**src/rtl/conv_tx_pkg.sv**
```systemverilog
// rtl/conv_tx_pkg.sv - state encoding and frame constants shared by the conv_frame_tx slice
package conv_tx_pkg;

  localparam int CONV_LANES = 4;
  localparam int CONV_WIDTH = 6;
  localparam int CONV_RES_W = 14;

  // Raw encodings kept as plain constants so legacy code can compare against them directly.
  localparam logic [2:0] ST_IDLE_C    = 3'd0;
  localparam logic [2:0] ST_SEND_W_C  = 3'd1;
  localparam logic [2:0] ST_SEND_I_C  = 3'd2;
  localparam logic [2:0] ST_SETTLE_C  = 3'd3;
  localparam logic [2:0] ST_CAPTURE_C = 3'd4;

  typedef enum logic [2:0] {
    ST_IDLE    = ST_IDLE_C,
    ST_SEND_W  = ST_SEND_W_C,
    ST_SEND_I  = ST_SEND_I_C,
    ST_SETTLE  = ST_SETTLE_C,
    ST_CAPTURE = ST_CAPTURE_C
  } conv_tx_state_t;

  // True for the phases that put a word on the core's load path.
  function automatic logic is_send_state(input conv_tx_state_t s);
    return (s == ST_SEND_W) || (s == ST_SEND_I);
  endfunction

endpackage

```
**src/rtl/conv_lane_sel.sv**
```systemverilog
// rtl/conv_lane_sel.sv - registered LANES:1 word mux picking one lane of the weight or input vector
module conv_lane_sel
  import conv_tx_pkg::*;
#(
  parameter int LANES = CONV_LANES,
  parameter int WIDTH = CONV_WIDTH
) (
  input  logic                     clk,
  input  logic                     rst,
  input  logic                     load,
  input  logic                     pick_weights,
  input  logic [$clog2(LANES)-1:0] lane,
  input  logic [LANES*WIDTH-1:0]   weights,
  input  logic [LANES*WIDTH-1:0]   inputs,
  output logic [WIDTH-1:0]         word_q
);

  logic [WIDTH-1:0] word_d;

  // Select the addressed lane; the bus is forced to zero whenever no word is being sent.
  always_comb begin
    word_d = '0;
    if (load) begin
      if (pick_weights) begin
        word_d = weights[lane*WIDTH +: WIDTH];
      end else begin
        word_d = inputs[lane*WIDTH +: WIDTH];
      end
    end
  end

  // Output register so the core sees a clean, glitch-free word.
  always_ff @(posedge clk) begin
    if (rst) begin
      word_q <= '0;
    end else begin
      word_q <= word_d;
    end
  end

endmodule

```
**src/rtl/conv_frame_tx.sv**
```systemverilog
// rtl/conv_frame_tx.sv - frame serializer for the convolution core; CONV_TX_READBACK_EN adds settle/capture of the result
module conv_frame_tx
  import conv_tx_pkg::*;
#(
  parameter int LANES  = CONV_LANES,
  parameter int WIDTH  = CONV_WIDTH,
  parameter int RES_W  = CONV_RES_W,
  parameter int SETTLE = 2
) (
  input  logic                   clk,
  input  logic                   rst,
  input  logic                   frame_valid,
  output logic                   frame_ready,
  input  logic [LANES*WIDTH-1:0] frame_weights,
  input  logic [LANES*WIDTH-1:0] frame_inputs,
  input  logic                   skip_weights,
  output logic [WIDTH-1:0]       word_out,
  output logic                   word_sel,
  output logic                   word_valid,
  input  logic [RES_W-1:0]       result_in,
  output logic [RES_W-1:0]       result_out,
  output logic                   result_valid,
  output logic                   busy
);

  localparam int LW = $clog2(LANES);
  localparam logic [LW-1:0] LAST_LANE = LW'(LANES - 1);

  conv_tx_state_t         state_q, state_d;
  logic [LW-1:0]          lane_q, lane_d;
  logic [LANES*WIDTH-1:0] weights_q, weights_d;
  logic [LANES*WIDTH-1:0] inputs_q, inputs_d;
  logic                   word_sel_q, word_sel_d;
  logic                   word_valid_q, word_valid_d;
  logic                   busy_q, busy_d;
  logic                   frame_ready_q, frame_ready_d;

`ifdef CONV_TX_READBACK_EN
  localparam int SW = (SETTLE > 1) ? $clog2(SETTLE) : 1;
  localparam logic [SW-1:0] SETTLE_LAST = SW'(SETTLE - 1);

  logic [SW-1:0]    settle_q, settle_d;
  logic [RES_W-1:0] result_out_q, result_out_d;
  logic             result_valid_q, result_valid_d;
`else
  logic unused_result;
  assign unused_result = ^{result_in, SETTLE[0]};
`endif

  // Phase sequencing: accept a frame, walk the lanes of each vector, then optionally wait and capture.
  always_comb begin
    state_d   = state_q;
    lane_d    = lane_q;
    weights_d = weights_q;
    inputs_d  = inputs_q;
`ifdef CONV_TX_READBACK_EN
    settle_d  = settle_q;
`endif
    case (state_q)
      ST_IDLE: begin
        if (frame_valid && frame_ready_q) begin
          weights_d = frame_weights;
          inputs_d  = frame_inputs;
          lane_d    = '0;
          state_d   = skip_weights ? ST_SEND_I : ST_SEND_W;
        end
      end
      ST_SEND_W: begin
        if (lane_q == LAST_LANE) begin
          lane_d  = '0;
          state_d = ST_SEND_I;
        end else begin
          lane_d = lane_q + 1'b1;
        end
      end
      ST_SEND_I: begin
        if (lane_q == LAST_LANE) begin
          lane_d  = '0;
`ifdef CONV_TX_READBACK_EN
          settle_d = '0;
          state_d  = ST_SETTLE;
`else
          state_d  = ST_IDLE;
`endif
        end else begin
          lane_d = lane_q + 1'b1;
        end
      end
`ifdef CONV_TX_READBACK_EN
      ST_SETTLE: begin
        if (settle_q == SETTLE_LAST) begin
          state_d = ST_CAPTURE;
        end else begin
          settle_d = settle_q + 1'b1;
        end
      end
`endif
      default: begin
        state_d = ST_IDLE;
      end
    endcase
  end

  // Outputs are decoded from the next state so they line up with the state register.
  always_comb begin
    word_valid_d  = is_send_state(state_d);
    word_sel_d    = (state_d == ST_SEND_W);
    busy_d        = (state_d != ST_IDLE);
    frame_ready_d = (state_d == ST_IDLE);
`ifdef CONV_TX_READBACK_EN
    result_valid_d = (state_d == ST_CAPTURE);
    result_out_d   = result_valid_d ? result_in : result_out_q;
`endif
  end

  // Control and output registers; reset abandons any frame in flight.
  always_ff @(posedge clk) begin
    if (rst) begin
      state_q       <= ST_IDLE;
      lane_q        <= '0;
      weights_q     <= '0;
      inputs_q      <= '0;
      word_sel_q    <= 1'b0;
      word_valid_q  <= 1'b0;
      busy_q        <= 1'b0;
      frame_ready_q <= 1'b0;
    end else begin
      state_q       <= state_d;
      lane_q        <= lane_d;
      weights_q     <= weights_d;
      inputs_q      <= inputs_d;
      word_sel_q    <= word_sel_d;
      word_valid_q  <= word_valid_d;
      busy_q        <= busy_d;
      frame_ready_q <= frame_ready_d;
    end
  end

`ifdef CONV_TX_READBACK_EN
  // Settle timer and captured result; result_out holds until the next capture.
  always_ff @(posedge clk) begin
    if (rst) begin
      settle_q       <= '0;
      result_out_q   <= '0;
      result_valid_q <= 1'b0;
    end else begin
      settle_q       <= settle_d;
      result_out_q   <= result_out_d;
      result_valid_q <= result_valid_d;
    end
  end

  assign result_out   = result_out_q;
  assign result_valid = result_valid_q;
`else
  assign result_out   = '0;
  assign result_valid = 1'b0;
`endif

  // Lane mux fed with next-cycle values so the word appears with its valid/sel flags.
  conv_lane_sel #(
    .LANES(LANES),
    .WIDTH(WIDTH)
  ) u_lane_sel (
    .clk         (clk),
    .rst         (rst),
    .load        (word_valid_d),
    .pick_weights(word_sel_d),
    .lane        (lane_d),
    .weights     (weights_d),
    .inputs      (inputs_d),
    .word_q      (word_out)
  );

  assign word_sel    = word_sel_q;
  assign word_valid  = word_valid_q;
  assign busy        = busy_q;
  assign frame_ready = frame_ready_q;

endmodule

```
**config.mk**
```make
export PLATFORM = sky130hd
export DESIGN_NAME = conv_frame_tx
export DESIGN_NICKNAME = d
export VERILOG_FILES = /design/src/rtl/conv_tx_pkg.sv /design/src/rtl/conv_lane_sel.sv /design/src/rtl/conv_frame_tx.sv
export SDC_FILE = /design/constraint.sdc
export NUM_CORES = 1
export LEC_CHECK = 0
export CAP_MARGIN = 20
export CORE_ASPECT_RATIO = 0.9
export CORE_UTILIZATION = 42
export DETAILED_ROUTE_END_ITERATION = 12
export PLACE_DENSITY = 0.74
export SLEW_MARGIN = 20
export SYNTH_ARGS = -nofsm -noshare
export SYNTH_HDL_FRONTEND = slang
export SYNTH_SLANG_ARGS = --single-unit
```
**constraint.sdc**
```tcl
create_clock -name clk -period 1.82 [get_ports clk]
set_input_delay 0.364 -clock clk [delete_from_list [all_inputs] [get_ports clk]]
set_output_delay 0.364 -clock clk [all_outputs]
set_load 0.01 [all_outputs]
```
=== Word level (Yosys, flattened, before mapping) ===
Cells that the tools add are included.

* $add $sub $neg: 1
* $mul: 1
* Divide/modulo/power cells: 0
* Order comparisons: 0
* Equality and inequality tests: 5
* Shift operators: 2
* Mux-type cells: 13
* Bitwise logic cells: 1
* Reductions and logical operators: 7

{| class="wikitable"
|+ Operator list
! cell !! number
|-
| two-way mux 24 bit || 4
|-
| indexed part select 24 x 6 -> 6 bit || 2
|-
| two-way mux 3 bit || 3
|-
| case mux 3 bit (3 select lines) || 1
|-
| == test 3 x 1 -> 1 bit, second input constant || 2
|-
| == test 3 x 2 -> 1 bit, second input constant || 2
|-
| zero test 3 bit || 2
|-
| two-way mux 2 bit || 3
|-
| two-way mux 6 bit || 1
|-
| multiplier 2 x 2 -> 4 bit, second input constant || 1
|-
| case mux 2 bit (2 select lines) || 1
|-
| OR reduction 2 bit || 2
|-
| nonzero test 3 bit || 1
|-
| adder 2 x 1 -> 2 bit, second input constant || 1
|-
| == test 2 bit, second input constant || 1
|-
| logical AND 1 bit || 1
|-
| logical OR 1 bit || 1
|-
| NOT 1 bit || 1
|}

* Bits in registers: 63
* Bits in latches: 0
* Memory bits (writable): 0
* Memory bits (read-only): 0
* Memories: 0

=== Logic depth before layout (Yosys ltp) ===
Gate-level depths: netlist of the first run.

* Word-level depth: 7
* Depth in mapped cells: 9

=== By module ===
A second synthesis of the first run with hierarchy kept.

* Cells, all modules: 380
* Area total of the unflattened synthesis: 3,664.8 um^2

{| class="wikitable"
|+ By module, submodules not included
! module !! times used !! cells an instance !! area an instance (um^2)
|-
| conv_frame_tx || 1 || 323 || 3,075.4
|-
| conv_lane_sel || 1 || 57 || 589.3
|}

=== Worst setup path after synthesis of the first run ===
No wires, ideal clock.

* Path type: register to register
* Start point: reg lane_q[0]
* End point: reg u_lane_sel.word_q[0]
* Library setup time: 122 ps
* Arrival time: 1,735 ps
* Data required time: 1,698 ps
* Slack: -36 ps
* Cell stages (with the launch flop): 9
* Buffers on the path: 1
* Period minus slack after synthesis: 1,856 ps
* Path through: dfxtp_1 ha_1 nor4b_4 nor2b_1 buf_2 mux2_4 o21ai_1 a31oi_1 o311a_1

* Word-level cells in the longest chain between the ends: 7
* Elaborated cells on any way between the ends: 17
* Classes of those cells: add/sub: 1; mul: 1; eq/ne: 3; shift: 2; mux: 7; bitwise: 1; reduce/logical: 2

{| class="wikitable"
|+ RTL lines
! what !! RTL line !! text
|-
| from (decl) || conv_frame_tx.sv:30 || <nowiki>logic [LW-1:0] lane_q, lane_d;</nowiki>
|-
| from (signal assigned) || conv_frame_tx.sv:129 || <nowiki>lane_q <= lane_d;</nowiki>
|-
| parallel branches: the longest is 7 deep, another holds multiplier 2 x 2 -> 4 bit || - ||
|-
| to (signal assigned) || conv_lane_sel.sv:37 || <nowiki>word_q <= word_d;</nowiki>
|-
| to (decl) || conv_lane_sel.sv:15 || <nowiki>output logic [WIDTH-1:0] word_q</nowiki>
|}

Parallel ways; which one is timed is not known.
A chain may end at the register's enable or synchronous reset.

=== Final worst setup path of the first run ===
* Start point: reg state_q[1]
* End point: reg u_lane_sel.word_q[3]

* Word-level cells in the longest chain between the ends: 6
* Elaborated cells on any way between the ends: 20
* Classes of those cells: mul: 1; eq/ne: 4; shift: 2; mux: 8; bitwise: 1; reduce/logical: 4

{| class="wikitable"
|+ RTL lines
! what !! RTL line !! text
|-
| from (decl) || conv_frame_tx.sv:29 || <nowiki>conv_tx_state_t state_q, state_d;</nowiki>
|-
| from (signal assigned) || conv_frame_tx.sv:128 || <nowiki>state_q <= state_d;</nowiki>
|-
| == test 3 x 2 -> 1 bit, or another cell as far along || conv_frame_tx.sv:59 || <nowiki>case (state_q)</nowiki>
|-
| OR reduction 2 bit (no source line) or case mux 3 bit (3 select lines) (tied branches) || - ||
|-
| case mux 2 bit (2 select lines), or another cell as far along || conv_frame_tx.sv:59 ||
|-
| multiplier 2 x 2 -> 4 bit or logical OR 1 bit (tied branches) || conv_lane_sel.sv:25, conv_lane_sel.sv:27, conv_tx_pkg.sv:25 ||
|-
| indexed part select 24 x 6 -> 6 bit, or another cell as far along || conv_lane_sel.sv:27 || <nowiki>word_d = inputs[lane*WIDTH +: WIDTH];</nowiki>
|-
| two-way mux 6 bit or OR reduction 2 bit (tied branches) || - ||
|}

Several ways; a longest one is shown, not always the timed one.

==> impl_metrics.toml, run 1 <==
[floorplan]
initial_core_util_pct = 43.7
rows = 28
die_h_um = 80.8
die_w_um = 89.5
core_area_um2 = 6620
ios = 91
fp.dieArea_um2 = 7230

[timing]
relSlewSlack_pct = 63.5
fin_worst_skew_ns = 0.00666
finalCritPeriodShare_pct = 98.6
layout_min_cycle_time_ns = 1.80
tightest_slew_ns = 0.548
hold_viol_final = 0
setup_violations = 0
rsz0062_at_grt = "yes"
finalSetupTns_ns = 0
finalMaxSlewViolations = 0
fin_ws_ns = 0.0247
fmax_mhz = 557

[placement]
hpwl_um = 5360
globalplace.congestion = 0.859
dpl_worst_slack_ns = -0.433
io_buffers = 61

[run]
cap_violations = 0

[logic_synthesis]
synth_cells = 365
yosysWarningCount = 0
synth_cell_types = 35
synth_edf_count = 0
syn_avg_cell_area_um2 = 7.94
ys_ff_latch = 63
synthFlopType = "dfxtp_1"
syn_area_um2 = 2900
yosysSeqAreaShare_pct = 43.5
async_reset_ff_share_pct = 0

[worst_setup_path]
arrival_ns = 2.01
worst_setup_path_end_kind = "flip-flop"
startpoint_type = "flip-flop"
crit_fanout = 8
critPathKind = "flip-flop to flip-flop"
crit_required_ns = 2.04
critPathLaunch = "state_q[1]$_SDFF_PP0_"
worst_r2r_startpoint = "state_q[1]$_SDFF_PP0_"

[route]
dr.pass1.iters = 5
drt_first_iter_violations = 221
routedWlPerCell_um = 13.9
via_count = 2796
viasPerCell = 5.11
postRouteAntennaNets = 0
route.detailed.drc = 0
routed_wl_um = 7620

[clock_tree]
root_buffer = "clkbuf_8"
holdBufCountCts = 0
insertion_delay_ns = 0.32
htree_num_levels = 3
cts_tree = "built"
cts_max_path_buffers = 2
cts_buffers = 9
clk_pin_slew_ns = 0.07
clock-sinks = 63

[global_routing]
grt_pass1_wl_um = 11600
first_global_vias = 2523
overflow = 0
track_usage_pct = 21.7
grt_max_degree = 53
antenna_found_initial = 0

[final_layout]
fin_nets = 519
nFillCells = 564
area_growth_pct = 42.8
drive_gt1_share_pct = 18.2
antenna-diode-count = 0
multi_input_area_um2 = 1540
regArea_um2 = 1270

[pwr]
p_per_area_nw_per_um2 = 749
leakagePower_nw = 1.62
peakVddDrop_mv = 0.397

[worst_hold_path]
hp-class = "input pin to flip-flop"
hp-start = "rst"

[run_status]
status = "complete, no violations"
## layout by cell type (no fill, tap or decap), drive strengths merged, types with 6 or more instances in the layout
cell type,count
dfxtp,63
buf,40
conb,16
nand3,15
mux2i,22
a31oi,6
clkdlybuf4s50,59
a21oi,49
nand2,117
nor2,10
clkbuf,15
o21ai,7
## Yosys cell counts (3+ instances only)
master / number / area [um2]
a21oi_1: 49 / 245
a22o_1: 3 / 26.3
a31oi_1: 6 / 37.5
buf_2: 6 / 30.0
buf_4: 17 / 128
clkbuf_1: 16 / 60.1
dfxtp_1: 63 / 1260
mux2_4: 3 / 45.0
mux2i_1: 22 / 220
nand2_1: 117 / 439
nand3_1: 15 / 75.1
nor2_1: 10 / 37.5
nor2b_1: 4 / 25.0
o21ai_0: 3 / 15.0
o21ai_1: 4 / 20.0
o22ai_1: 3 / 18.8
o311a_1: 3 / 30.0
## state kept, by name (all words and copies together) (netlist names)
| register | flops |
|---|---|
| inputs_q | 24 |
| weights_q | 24 |
| u_lane_sel.word_q | 6 |
| state_q | 3 |
| lane_q | 2 |
| busy | 1 |
| frame_ready | 1 |
| word_sel | 1 |
| word_valid | 1 |
## final cells by class
class,count,share of cell area [%]
Sequential cell,63,30.7
Clock inverter,4,1.09
Inverter,1,0.0908
Clock buffer,12,3.51
Tap cell,90,2.72
Timing Repair Buffer,103,24.6
Multi-Input combinational cell,274,37.3
## per-stage QoR
step           instance area [um2]  power (mW)  cells  hold WS (ns)  utilization (%)
5_1_grt                       4140        3.23    547         0.380             62.5
4_1_cts                       4040        3.11    543         0.364             61.0
6_report                      4140        3.10    547         0.380             62.5
3_3_place_gp                  3750        1.91    523         0.443             56.6
3_5_place_dp                  3750        1.91    523         0.448             56.6
2_1_floorplan                 2970        1.71    380         0.436                -
## layer usage
layer | vias to the layer above | wire (um) | GRT usage, %
met2 | 113 | 3650 | 34.1
met5 | - | 0 | 0
met1 | 1299 | 3410 | 29.7
met4 | 0 | 51 | 7.30
li1 | 1376 | - | -
met3 | 8 | 508 | 4.17
## what timing repair did
| item | CTS | global route |
|---|---|---|
| setup buffers | 2 | 5 |
| gates cloned | 2 | 1 |
| gates resized for setup | 10 | 19 |
| pin swaps | 4 | 7 |
| endpoints found under the setup margin | 6 | 32 |
## worst max-delay path, cell delays in order (launching register included)
cell and delay, ns:
dfxtp_4 0.35, buf_12 0.13, buf_4 0.14, or4_4 0.53, buf_8 0.18, o21ai_2 0.14, a31oi_2 0.06, o311a_1 0.15
## final timing paths
check / endpoint / slack [ns] / cells after the start
max reg2reg: u_lane_sel.word_q[3]$_SDFF_PP0_ / 0.02 / 7
min reg2reg: inputs_q[4]$_SDFF_PP0_ / 0.46 / 2
min: word_valid$_SDFF_PP0_ / 0.38 / 3
max: u_lane_sel.word_q[3]$_SDFF_PP0_ / 0.02 / 7
## where the power goes
part	total [mW]	switching, mW	internal [mW]
sequential	1.46	0.0314	1.42
clock	1.17	0.502	0.664
combinational	0.474	0.215	0.259
## cell families (layout without fill, tap and decap cells)
group,count (synthesis),after routing,share of synthesized area (%)
DFF,63,63,43.5
AOI/OAI and AO/OA,77,77,15.3
other,1,16,0.129
muxes,25,25,9.16
adders and majority gates,1,1,0.432
buffers and inverters,43,120,8.55
xor gates and xnor gates,1,1,0.302
and+or+nand+nor,154,154,22.5
(Power assumes the default switching activity.)
==> run 2: changes to the inputs <==
--- a/config.mk
+++ b/config.mk
@@ -5,7 +5,7 @@
 export SDC_FILE = /design/constraint.sdc
 export NUM_CORES = 1
 export LEC_CHECK = 0
-export CAP_MARGIN = 20
+export CAP_MARGIN = 10
 export CORE_ASPECT_RATIO = 0.9
 export CORE_UTILIZATION = 42
 export DETAILED_ROUTE_END_ITERATION = 12
==> results of run 2 <==
The final DEF is identical to that of run 1; final timing and power are the same.
==> run 3: changes to the inputs <==
--- a/config.mk
+++ b/config.mk
@@ -7,9 +7,10 @@
 export LEC_CHECK = 0
 export CAP_MARGIN = 10
 export CORE_ASPECT_RATIO = 0.9
-export CORE_UTILIZATION = 42
+export CORE_UTILIZATION = 46
 export DETAILED_ROUTE_END_ITERATION = 12
-export PLACE_DENSITY = 0.74
+export PLACE_DENSITY = 0.77
+export RECOVER_POWER = 100
 export SLEW_MARGIN = 20
 export SYNTH_ARGS = -nofsm -noshare
 export SYNTH_HDL_FRONTEND = slang
==> constraint.sdc (replaced) <==
create_clock -name clk -period 1.7 [get_ports clk]
set_input_delay 0.34 -clock clk [delete_from_list [all_inputs] [get_ports clk]]
set_output_delay 0.34 -clock clk [all_outputs]
set_load 0.01 [all_outputs]
==> run 3 against run 2 <==
Effect of this change: the run now ends with setup timing left; combinational power increased by 35%; sequential power increased by 7%; worst setup slack got worse by 0.28 ns; critical endpoint is now u_lane_sel.word_q[5]$_SDFF_PP0_; register-to-register slack got worse by 0.28 ns; sequential share of layout area decreased by 2.8 points; largest cell class unchanged; non-clock buffer count increased by 17; worst hold slack improved by 0.0018 ns; first-iteration DRC count increased by 25%; utilization increased by 12 points.
==> impl_metrics.toml, run 3 (synthesized netlist as in run 1, its figures left out) <==
[floorplan]
die_h_um = 77.3
initial_core_util_pct = 47.4
rows = 27
fp.dieArea_um2 = 6620
ios = 91
core_area_um2 = 6110
die_w_um = 85.6

[clock_tree]
clock-sinks = 63
insertion_delay_ns = 0.34
cts_tree = "built"
htree_num_levels = 3
cts_buffers = 9
clk_pin_slew_ns = 0.07
cts_max_path_buffers = 2
root_buffer = "clkbuf_8"

[worst_setup_path]
critPathKind = "flip-flop to flip-flop"
r2r_end = "u_lane_sel.word_q[5]$_SDFF_PP0_"
arrival_ns = 2.18
startpoint_type = "flip-flop"
crit_fanout = 5
reg2reg_slack_ns = -0.25
worst_setup_path_end_kind = "flip-flop"
worstRegToRegCells = 10
worst_r2r_startpoint = "state_q[1]$_SDFF_PP0_"
crit_required_ns = 1.92

[final_layout]
area_growth_pct = 57.5
nFillCells = 421
fin_nets = 536
final_common_cell = "nand2_1"
postLayoutCoreUtil_pct = 74.6
antenna-diode-count = 0
mostFrequentLayoutCells = "nand2_1 (92), clkdlybuf4s50_1 (59), dfxtp_1 (57)"
top_regs = "inputs_q x24, weights_q x24, u_lane_sel.word_q x6"
drive_gt1_share_pct = 30.4

[placement]
io_buffers = 61
hpwl_um = 5650
globalplace.congestion = 0.920

[route]
dr.pass1.iters = 5
routed_wl_um = 9740
viasPerCell = 5.47
drt_first_iter_violations = 277
postRouteAntennaNets = 0
routedWlPerCell_um = 17.4
route.detailed.drc = 0
via_count = 3071

[timing]
finalMaxSlewViolations = 0
relSlewSlack_pct = 53.2
tightest_slew_ns = 0.702
setup_violations = 53
finalCritPeriodShare_pct = 115
fmax_mhz = 512
fin_worst_skew_ns = 0.00939
rsz0062_at_grt = "yes"
finalSetupTns_ns = -5.21
hold_viol_final = 0
fin_ws_ns = -0.253
layout_min_cycle_time_ns = 1.95
holdWs_ns = 0.382

[worst_hold_path]
whs_endpoint = "word_valid$_SDFF_PP0_"
hold-path-cell-count = 3
hp-start = "rst"
hp-class = "input pin to flip-flop"

[global_routing]
grt_pass1_wl_um = 13400
track_usage_pct = 26.5
first_global_vias = 2709
overflow = 0
antenna_found_initial = 0
grt_max_degree = 53

[pwr]
p_per_area_nw_per_um2 = 738
leakagePower_nw = 1.83
peakVddDrop_mv = 0.533

[run_status]
status = "complete, but fails checks"
violations = "setup timing"

[run]
cap_violations = 0
==> run 3: per-layer routing <==
layer | share of wire, % | track usage [%]
met1 | 39 | 32.2
met4 | 3.6 | 11.2
met2 | 51 | 45.4
met3 | 6.4 | 5.38
met5 | 0 | 0
==> run 3: final cells by class <==
| cell class | count | area (um2) | area share (%) |
|---|---|---|---|
| flip-flops and latches | 63 | 1270 | 27.9 |
| inverters | 1 | 3.75 | 0.0823 |
| clock buffers | 16 | 170 | 3.73 |
| repair buffers | 120 | 1270 | 27.9 |
| multi-input cells | 274 | 1730 | 38.0 |
| well taps | 87 | 109 | 2.39 |
==> run 3: worst max-delay path by stage <==
| stage | from | end | slack [ns] | depth (start not counted) |
|---|---|---|---|---|
| after floorplan | lane_q[0]$_SDFF_PP0_ | u_lane_sel.word_q[0]$_SDFF_PP0_ | -0.12 | 8 |
| after global placement | frame_valid | u_lane_sel.word_q[1]$_SDFF_PP0_ | -0.45 | 8 |
| after detailed placement | frame_valid | u_lane_sel.word_q[0]$_SDFF_PP0_ | -0.54 | 9 |
| after CTS | state_q[1]$_SDFF_PP0_ | u_lane_sel.word_q[1]$_SDFF_PP0_ | -0.16 | 9 |
| after global routing | state_q[1]$_SDFF_PP0_ | u_lane_sel.word_q[5]$_SDFF_PP0_ | -0.30 | 10 |
| final | state_q[1]$_SDFF_PP0_ | u_lane_sel.word_q[5]$_SDFF_PP0_ | -0.25 | 10 |
==> run 3: critical path, stage by stage, from the launching register on <==
cell and delay [ns]:
dfxtp_4 0.36, buf_12 0.13, a21oi_4 0.12, nand2_2 0.09, a22oi_2 0.28, buf_4 0.17, clkbuf_16 0.13, buf_8 0.10
mux2i_1 0.23, a22o_1 0.16, o22ai_1 0.07
==> run 3: where the power goes <==
group / total [mW] / switching, mW / leakage [nW] / internal (mW)
clock network: 1.16 / 0.551 / 0.0850 / 0.613
registers: 1.56 / 0.0390 / 0.514 / 1.53
logic: 0.639 / 0.291 / 1.23 / 0.348
==> run 3: what timing repair did <==
item | 4_1_cts | 5_1_grt
buffers inserted | 9 | 7
hold buffers | 0 | 0
pin swaps | 7 | 19
gates resized for setup | 24 | 90
setup endpoints to repair | 52 | 56
gates cloned | 3 | 5
==> run 3: through the flow <==
stage | area, um2 | power, mW | worst slack (ns) | instances
3_5_place_dp | 3750 | 2.06 | -0.540 | 523
5_1_grt | 4560 | 3.47 | -0.305 | 561
4_1_cts | 4130 | 3.24 | -0.156 | 550
3_3_place_gp | 3750 | 2.04 | -0.449 | 523
2_1_floorplan | 2970 | 1.83 | -0.121 | 380
6_report | 4560 | 3.37 | -0.253 | 561
